[config.mk]
export PLATFORM = sky130hd
export DESIGN_NAME = mem_io_router
export DESIGN_NICKNAME = d
export VERILOG_FILES = /design/src/rtl/mem_map_pkg.sv /design/src/rtl/io_reg_bank.sv /design/src/rtl/mem_io_router.sv
export SDC_FILE = /design/constraint.sdc
export NUM_CORES = 1
export LEC_CHECK = 0
export CORE_AREA = 2 2 99 101
export DETAILED_ROUTE_END_ITERATION = 7
export DIE_AREA = 0 0 101 103
export PLACE_DENSITY = 0.72
export SYNTH_ARGS = -nofsm -noshare
export SYNTH_HDL_FRONTEND = slang
export SYNTH_HIERARCHICAL = 1
export SYNTH_SLANG_ARGS = --single-unit
[constraint.sdc]
create_clock -name clk -period 2.6 [get_ports clk]
set_input_delay 0.26 -clock clk [delete_from_list [all_inputs] [get_ports clk]]
set_output_delay 0.26 -clock clk [all_outputs]
set_load 0.02 [all_outputs]
[src/rtl/mem_map_pkg.sv]
// Shared definitions for the CPU memory router: request FSM states,
// the default I/O window base and the register-index width helper.
package mem_map_pkg;

  typedef enum logic [1:0] {
    ST_IDLE      = 2'd0,
    ST_DRAM_BUSY = 2'd1,
    ST_IO_CPLT   = 2'd2
  } mem_state_e;

  localparam logic [15:0] MEM_IO_BASE_DEFAULT = 16'h0100;

  // Width of an I/O register index; never narrower than one bit.
  function automatic int idx_width(input int n);
    return (n <= 2) ? 1 : $clog2(n);
  endfunction

endpackage

[src/rtl/io_reg_bank.sv]
// Bank of NUM_IO memory-mapped I/O registers with one-cycle write strobes.
// The read mux exists only when IO_READBACK_EN is defined.
module io_reg_bank #(
  parameter int                    DATA_WIDTH = 16,
  parameter int                    NUM_IO     = 4,
  parameter int                    IW         = 2,
  parameter logic [DATA_WIDTH-1:0] RESET_VAL  = '0
) (
  input  logic                         clk,
  input  logic                         rst_n,
  input  logic                         we_i,
  input  logic [IW-1:0]                widx_i,
  input  logic [DATA_WIDTH-1:0]        wdata_i,
`ifdef IO_READBACK_EN
  input  logic [IW-1:0]                ridx_i,
  output logic [DATA_WIDTH-1:0]        rdata_o,
`endif
  output logic [NUM_IO*DATA_WIDTH-1:0] regs_o,
  output logic [NUM_IO-1:0]            strobe_o
);

  logic [NUM_IO*DATA_WIDTH-1:0] regs_q;
  logic [NUM_IO-1:0]            strobe_q;

  // Register update and strobe generation; strobe is high the cycle after a write.
  always_ff @(posedge clk or negedge rst_n) begin
    if (!rst_n) begin
      regs_q   <= {NUM_IO{RESET_VAL}};
      strobe_q <= '0;
    end else begin
      for (int k = 0; k < NUM_IO; k++) begin
        strobe_q[k] <= we_i && (widx_i == IW'(k));
        if (we_i && (widx_i == IW'(k))) begin
          regs_q[k*DATA_WIDTH +: DATA_WIDTH] <= wdata_i;
        end
      end
    end
  end

`ifdef IO_READBACK_EN
  // Read mux selecting the addressed register.
  always_comb begin
    rdata_o = '0;
    for (int k = 0; k < NUM_IO; k++) begin
      if (ridx_i == IW'(k)) rdata_o = regs_q[k*DATA_WIDTH +: DATA_WIDTH];
    end
  end
`endif

  assign regs_o   = regs_q;
  assign strobe_o = strobe_q;

endmodule

[src/rtl/mem_io_router.sv]
// Routes CPU memory requests to the SDRAM driver or to the I/O register
// window [IO_BASE, IO_BASE+NUM_IO). One transaction is outstanding at a time.
// Optional feature macro: IO_READBACK_EN (I/O reads return register data;
// otherwise they complete with zero data).
//
// Handshake: a request is taken when mem_rdy=1 and mem_r_en|mem_w_en=1 in the
// same cycle (read wins if both are set); enables are ignored while
// mem_rdy=0, and mem_cplt pulses once per accepted request.
module mem_io_router
  import mem_map_pkg::*;
#(
  parameter int                    ADDR_WIDTH   = 16,
  parameter int                    DATA_WIDTH   = 16,
  parameter int                    NUM_IO       = 4,
  parameter logic [ADDR_WIDTH-1:0] IO_BASE      = ADDR_WIDTH'(MEM_IO_BASE_DEFAULT),
  parameter logic [DATA_WIDTH-1:0] IO_RESET_VAL = '0
) (
  input  logic                         clk,
  input  logic                         rst_n,
  input  logic [ADDR_WIDTH-1:0]        mem_addr,
  input  logic [DATA_WIDTH-1:0]        mem_data_in,
  input  logic                         mem_r_en,
  input  logic                         mem_w_en,
  output logic                         mem_rdy,
  output logic                         mem_cplt,
  output logic [DATA_WIDTH-1:0]        mem_data_out,
  output logic [ADDR_WIDTH-1:0]        dram_addr,
  output logic [DATA_WIDTH-1:0]        dram_data_in,
  output logic                         dram_r_en,
  output logic                         dram_w_en,
  input  logic                         dram_rdy,
  input  logic                         dram_cplt,
  input  logic [DATA_WIDTH-1:0]        dram_data_out,
  output logic [NUM_IO*DATA_WIDTH-1:0] io_regs,
  output logic [NUM_IO-1:0]            io_wr_strobe,
  output logic [1:0]                   dbg_state
);

  localparam int IW = idx_width(NUM_IO);

  mem_state_e state_q, state_d;

  logic [ADDR_WIDTH:0] addr_ext, io_lo, io_hi;
  logic                io_hit;
  logic [IW-1:0]       io_idx;
  logic                accept;
  logic                rd_req, wr_req;
  logic                io_we;

  // Extended-width compare so IO_BASE+NUM_IO cannot wrap.
  assign addr_ext = {1'b0, mem_addr};
  assign io_lo    = {1'b0, IO_BASE};
  assign io_hi    = io_lo + (ADDR_WIDTH+1)'(NUM_IO);
  assign io_hit   = (addr_ext >= io_lo) && (addr_ext < io_hi);
  assign io_idx   = IW'(mem_addr - IO_BASE);

  assign mem_rdy = (state_q == ST_IDLE) && dram_rdy;
  assign rd_req  = mem_r_en;
  assign wr_req  = mem_w_en && !mem_r_en;
  assign accept  = mem_rdy && (mem_r_en || mem_w_en);
  assign io_we   = accept && io_hit && wr_req;

  assign dram_addr    = mem_addr;
  assign dram_data_in = mem_data_in;
  assign dram_r_en    = accept && !io_hit && rd_req;
  assign dram_w_en    = accept && !io_hit && wr_req;

  // Request FSM next state.
  always_comb begin
    state_d = state_q;
    case (state_q)
      ST_IDLE:      if (accept) state_d = io_hit ? ST_IO_CPLT : ST_DRAM_BUSY;
      ST_DRAM_BUSY: if (dram_cplt) state_d = ST_IDLE;
      ST_IO_CPLT:   state_d = ST_IDLE;
      default:      state_d = ST_IDLE;
    endcase
  end

  // FSM state register.
  always_ff @(posedge clk or negedge rst_n) begin
    if (!rst_n) state_q <= ST_IDLE;
    else        state_q <= state_d;
  end

  assign dbg_state = state_q;

`ifdef IO_READBACK_EN
  logic          rd_q;
  logic [IW-1:0] idx_q;
  logic [DATA_WIDTH-1:0] bank_rdata;

  // Latch the type and index of an accepted I/O request for the completion cycle.
  always_ff @(posedge clk or negedge rst_n) begin
    if (!rst_n) begin
      rd_q  <= 1'b0;
      idx_q <= '0;
    end else if (accept && io_hit) begin
      rd_q  <= rd_req;
      idx_q <= io_idx;
    end
  end
`endif

  io_reg_bank #(
    .DATA_WIDTH(DATA_WIDTH),
    .NUM_IO    (NUM_IO),
    .IW        (IW),
    .RESET_VAL (IO_RESET_VAL)
  ) u_bank (
    .clk     (clk),
    .rst_n   (rst_n),
    .we_i    (io_we),
    .widx_i  (io_idx),
    .wdata_i (mem_data_in),
`ifdef IO_READBACK_EN
    .ridx_i  (idx_q),
    .rdata_o (bank_rdata),
`endif
    .regs_o  (io_regs),
    .strobe_o(io_wr_strobe)
  );

  // Completion and read-data steering; no register stage on the DRAM path.
  always_comb begin
    mem_cplt     = 1'b0;
    mem_data_out = '0;
    case (state_q)
      ST_DRAM_BUSY: begin
        mem_cplt     = dram_cplt;
        mem_data_out = dram_data_out;
      end
      ST_IO_CPLT: begin
        mem_cplt = 1'b1;
`ifdef IO_READBACK_EN
        mem_data_out = rd_q ? bank_rdata : '0;
`else
        mem_data_out = '0;
`endif
      end
      default: ;
    endcase
  end

endmodule

Word-level counts from Yosys, hierarchy flattened --
Index checks and enable logic that the tools add are counted.
Storage, ports and cells: RAM bits 0, output and inout port bits 122, bits in read-only memories 0, input bits 54, bits in registers 70, bits in latches 0, word-level logic and storage cells 41, memories 0
Cells by class: reduce and logical (&&, ||, !) cells 19, bitwise gates (word level) 0, $lt $le $gt $ge 2, equality and inequality tests 7, shift-type cells 0, add/sub/neg operators 1, multiply operators 0, mux-type cells 6, div/mod/pow operators 0
Operator list (count):
- greater-or-equal comparator 16 x 9 -> 1 bit, second input constant | 1
- less-than comparator 16 x 9 -> 1 bit, second input constant | 1
- 2-to-1 mux 16 bit | 1
- logical AND 1 bit | 13
- equality test 2 bit, second input constant | 3
- 2-to-1 mux 2 bit | 3
- equality test 2 x 1 -> 1 bit, second input constant | 2
- zero test 2 bit | 2
- != test 2 bit, second input constant | 2
- one-hot mux 2 bit (2 select lines) | 1
- zero test 1 bit | 2
- one-hot mux 1 bit (2 select lines) | 1
- AND reduction 2 bit | 1
- subtractor 2 x 1 -> 2 bit, second input constant | 1
- logical OR 1 bit | 1

Longest topological paths before layout --
word-level depth 6, mapped depth 8, depth with buffers taken out 7

Cells and area by module --
Netlist, hierarchy kept.
Modules (own cells, without submodules):
- io_reg_bank | area an instance 2566.2 sq um, seq. area each 1701.6 sq um, times used 1, cells an instance 143
- mem_io_router | area an instance 605.6 sq um, seq. area each 50.0 sq um, times used 1, cells an instance 76

Worst setup path after synthesis --
OpenSTA, ideal clock, no wires.
path type reg2reg, start point register state_q[1] (netlist: dbg_state[1]), end point register u_bank.regs_q[1] (netlist: u_bank/regs_o[1]), stages on the path, launching flop included 9, arrival time 2346 ps, required time 2475 ps, period minus slack after synthesis 2471 ps, library setup time 125 ps, slack 129 ps, path buffers 1, path through dfrtp_1 inv_1 ha_1 and2_1 nand3b_1 nor2_1 nor3b_4 buf_12 mux2_4
Between the ends: longest elaborated chain between the ends 6
RTL lines:
- start: declaration | RTL line mem_io_router.sv:41 | mem_state_e state_q, state_d;
- start signal: assignment | RTL line mem_io_router.sv:82 | else state_q <= state_d;
- zero test 2 bit | RTL line mem_io_router.sv:57 | assign mem_rdy = (state_q == ST_IDLE) && dram_rdy;
- logical AND 1 bit | RTL line mem_io_router.sv:57
- via mem_rdy | RTL line mem_io_router.sv:24 | output logic mem_rdy,
- logical AND 1 bit | RTL line mem_io_router.sv:60 | assign accept = mem_rdy && (mem_r_en || mem_w_en);
- logical AND 1 bit (2 in a row) | RTL line mem_io_router.sv:61 | assign io_we = accept && io_hit && wr_req;
- via io_we | RTL line mem_io_router.sv:48 | logic io_we;
- logical AND 1 bit | RTL line io_reg_bank.sv:33 | if (we_i && (widx_i == IW'(k))) begin
- end signal: assignment | RTL line io_reg_bank.sv:28 | regs_q <= {NUM_IO{RESET_VAL}};
- end signal: indexed assignment | RTL line io_reg_bank.sv:34 | regs_q[k*DATA_WIDTH +: DATA_WIDTH] <= wdata_i;
- end: declaration | RTL line io_reg_bank.sv:22 | logic [NUM_IO*DATA_WIDTH-1:0] regs_q;
The timed path passes the listed nets, and every way through them passes these cells. A chain may end at the register's enable or synchronous reset.

Final worst setup path --
start point register state_q[0] (netlist: dbg_state[0]), end point output dram_w_en
Between the ends: longest elaborated chain between the ends 5
RTL lines:
- zero test 2 bit | RTL line mem_io_router.sv:57
- logical AND 1 bit | RTL line mem_io_router.sv:57
- logical AND 1 bit | RTL line mem_io_router.sv:60
- logical AND 1 bit (2 in a row) | RTL line mem_io_router.sv:66 | assign dram_w_en = accept && !io_hit && wr_req;
- end: declaration | RTL line mem_io_router.sv:30 | output logic dram_w_en,
Every way passes these cells.

==> run_results.csv <==
group,metric,value,unit
cells_and_area,layout-drive-gt1-share,0.2675,
clocking,cts_resized,0,
power,pwr_density_cell,516.6,mW/mm2
route,viasPerCell,4.477,
sta,finalHoldViolCount,0,
cells_and_area,multi_input_area,0.001110,mm2
sta,fin_crit_sh,0.9307,
sta,max_freq,0.4133,GHz
grt,grt_start_max_net_pins,38,
cells_and_area,insertedDiodeCount,0,
yosys,synth_warnings,6,
placed_design,dp_hpwl,6293,um
placed_design,dp_cells,483,
sta,drv_slew,0,
worst_setup_path,crit_path_end_kind,"primary output",
route,drc,0,
grt,grt_overflow,0,
yosys,netlist.area_leader.share,0.5523,
yosys,syn_area,0.003172,mm2
yosys,ys_seq_area_frac,0.5523,
sta,max_slew_margin,0.4506,
yosys,yosys-top-cells-count,"70 x dfrtp_1, 55 x mux2_2, 32 x buf_4",
floorplanning,dieHeight,103,um
yosys,yosysTopAreaCell,"dfrtp_1",
floorplanning,core,0.009459,mm2
yosys,synth.area.top_cells,"dfrtp_1 55%, mux2_2 20%, buf_4 7.6%",
job,drv_cap,0,
sta,finalSetupViolations,0,
clocking,clk_latency,0.34,ns
clocking,cts_tree,"built",
cells_and_area,postLayoutCoreUtil,0.5361,
route,via_count,2234,
clocking,cts_sinks,70,
yosys,synthXorXnorAreaFrac,0,
grt,grt_pass1_vias,2337,
grt,grt_pass1_wl,12370,um
clocking,cts_setup_buffers,0,
sta,setup_tns,0,ns
cells_and_area,n_fill_cell,831,
grt,grt_antenna_before_repair,0,
floorplanning,io_pins,176,
min_path,min_path_type,"in2async",
yosys,synth-edff-count,0,
clocking,holdBufCountCts,0,
placed_design,place_congestion,0.7309,
cells_and_area,fin_cells,499,
floorplanning,die_w,101,um
yosys,synth_top_family_by_area,"multiplexers",
sta,fin_skew,0.01232,ns
sta,rsz0062_at_grt,"false",
yosys,synth_compound_area_frac,0.01262,
power,peakVddDrop,0.0003229,V
yosys,ys_dominant_reg_cell,"dfrtp_1",
floorplanning,initial_core_util,0.3353,
power,finalPower,2.620,mW
worst_setup_path,setup.worst_path.class,"reg2out",
route,drtIter0Drc,32,
yosys,synth_fa_ha_area_frac,0.01183,
worst_setup_path,cp.required,2.34,ns
clocking,clockBufferDepth,2,
route,ant_nets,0,
yosys,ys_types,28,
status,status,"complete, no violations",
worst_setup_path,path_max_fanout,5,
worst_setup_path,arrival,2.16,ns
cells_and_area,area_delta_synth_final,59.88,%
yosys,synthArstFlopShare,1.000,
grt,grt.total_usage,0.1568,
cells_and_area,fin_nets,437,
yosys,synth_nets,276,
floorplanning,rows,36,
yosys,synthMuxAreaShare,0.2379,
clocking,cts_buffers,9,
power,p_leak,2.339,nW
placed_design,io_buffers,175,
floorplanning,die_area,0.01040,mm2
clocking,clk_pin_slew,0.08,ns
yosys,ys_ff_latch,70,
sta,fin_crit,2.420,ns
clocking,cts_root_buf,"clkbuf_8",
sta,worst_pin_slew,0.8241,ns
route,routed_wl,7986,um
route,drt-wirelength-per-cell,16.00,um
yosys,synth_simple_gate_area_frac,0.08757,
yosys,syn_inst,219,
worst_setup_path,start_kind,"flip-flop",
yosys,avgSynthCellArea,14.48,um2
route,dr.pass1.iters,4,
clocking,htreeDepth,3,
yosys,synth.most_common_cell,"dfrtp_1",
cells_and_area,register_area,0.001752,mm2
sequential cells by signal, indices dropped and copies added, names as in the netlist:
register	cells
u_bank/regs_o	64
u_bank/strobe_o	4
dbg_state	2
placed cells by master, fill, tap and decap left out, drive strengths merged, types with 2 or more instances in the layout:
cell,n
inv,5
clkinv,4
nor3b,2
clkdlybuf4s50,174
and2,17
ha,3
dfrtp,70
buf,13
nor2,3
nor4,2
nand3b,3
mux2,64
nor2b,3
clkbuf,10
a21oi,2
cell families (layout without fill, tap and decap cells):
group | after synthesis | in the layout
flops | 70 | 70
mux | 64 | 64
buf+inv | 42 | 208
simple gates | 35 | 35
compound gates | 5 | 5
fa+ha+maj | 3 | 3
area by class of cell:
class	count	share of cell area
timing repair buffer	187	0.3647
clock buffer	10	0.02714
clock inverter	6	0.01209
inverter	5	0.003701
multi-input combinational	107	0.2188
sequential	70	0.3454
tap	114	0.02813
where the power goes:
group          total (mW)  switching, mW  internal (mW)
Combinational       0.649          0.323          0.326
Sequential           1.10        0.00674           1.10
Clock               0.867          0.402          0.466
Total                2.62          0.731           1.89
layer usage:
layer,up-vias,part of all wire,global-route usage
met5,-,0,0
met2,73,0.53,0.2708
met3,9,0.052,0.04610
li1,1053,-,-
met1,1099,0.40,0.1867
met4,0,0.014,0.05717
worst max-delay path: stages (launching register included):
cell             delay (ns)
dfrtp_1                0.41
inv_1                  0.12
ha_1                   0.18
and2_1                 0.21
nand3b_1               0.13
nor2b_1                0.14
clkdlybuf4s50_1        0.63
final timing paths:
path,cells past startpoint,start,slack (ns),to
worst min register to register,1,u_bank/regs_o[59],0.50,u_bank/regs_o[59]
min in group clk,1,u_bank/regs_o[59],0.50,u_bank/regs_o[59]
worst max register to register,8,dbg_state[0],0.46,u_bank/regs_o[13]
max in group asynchronous,2,rst_n,1.92,u_bank/regs_o[11]
worst max-delay path,6,dbg_state[0],0.18,dram_w_en
worst min-delay path,1,rst_n,0.01,dbg_state[0]
metrics by stage:
step | setup slack (ns) | hold WS [ns] | area [um2]
finish | 0.1803 | 0.01407 | 5071
global route | 0.01818 | 0.07173 | 5071
CTS | 0.1455 | 0.02416 | 5071
detailed placement | 0.2480 | 0.4079 | 4872
global placement | 0.2452 | 0.4012 | 4872
floorplan | 0.1288 | -0.03559 | 3172
Note: power is estimated with default switching activity, not from simulation.
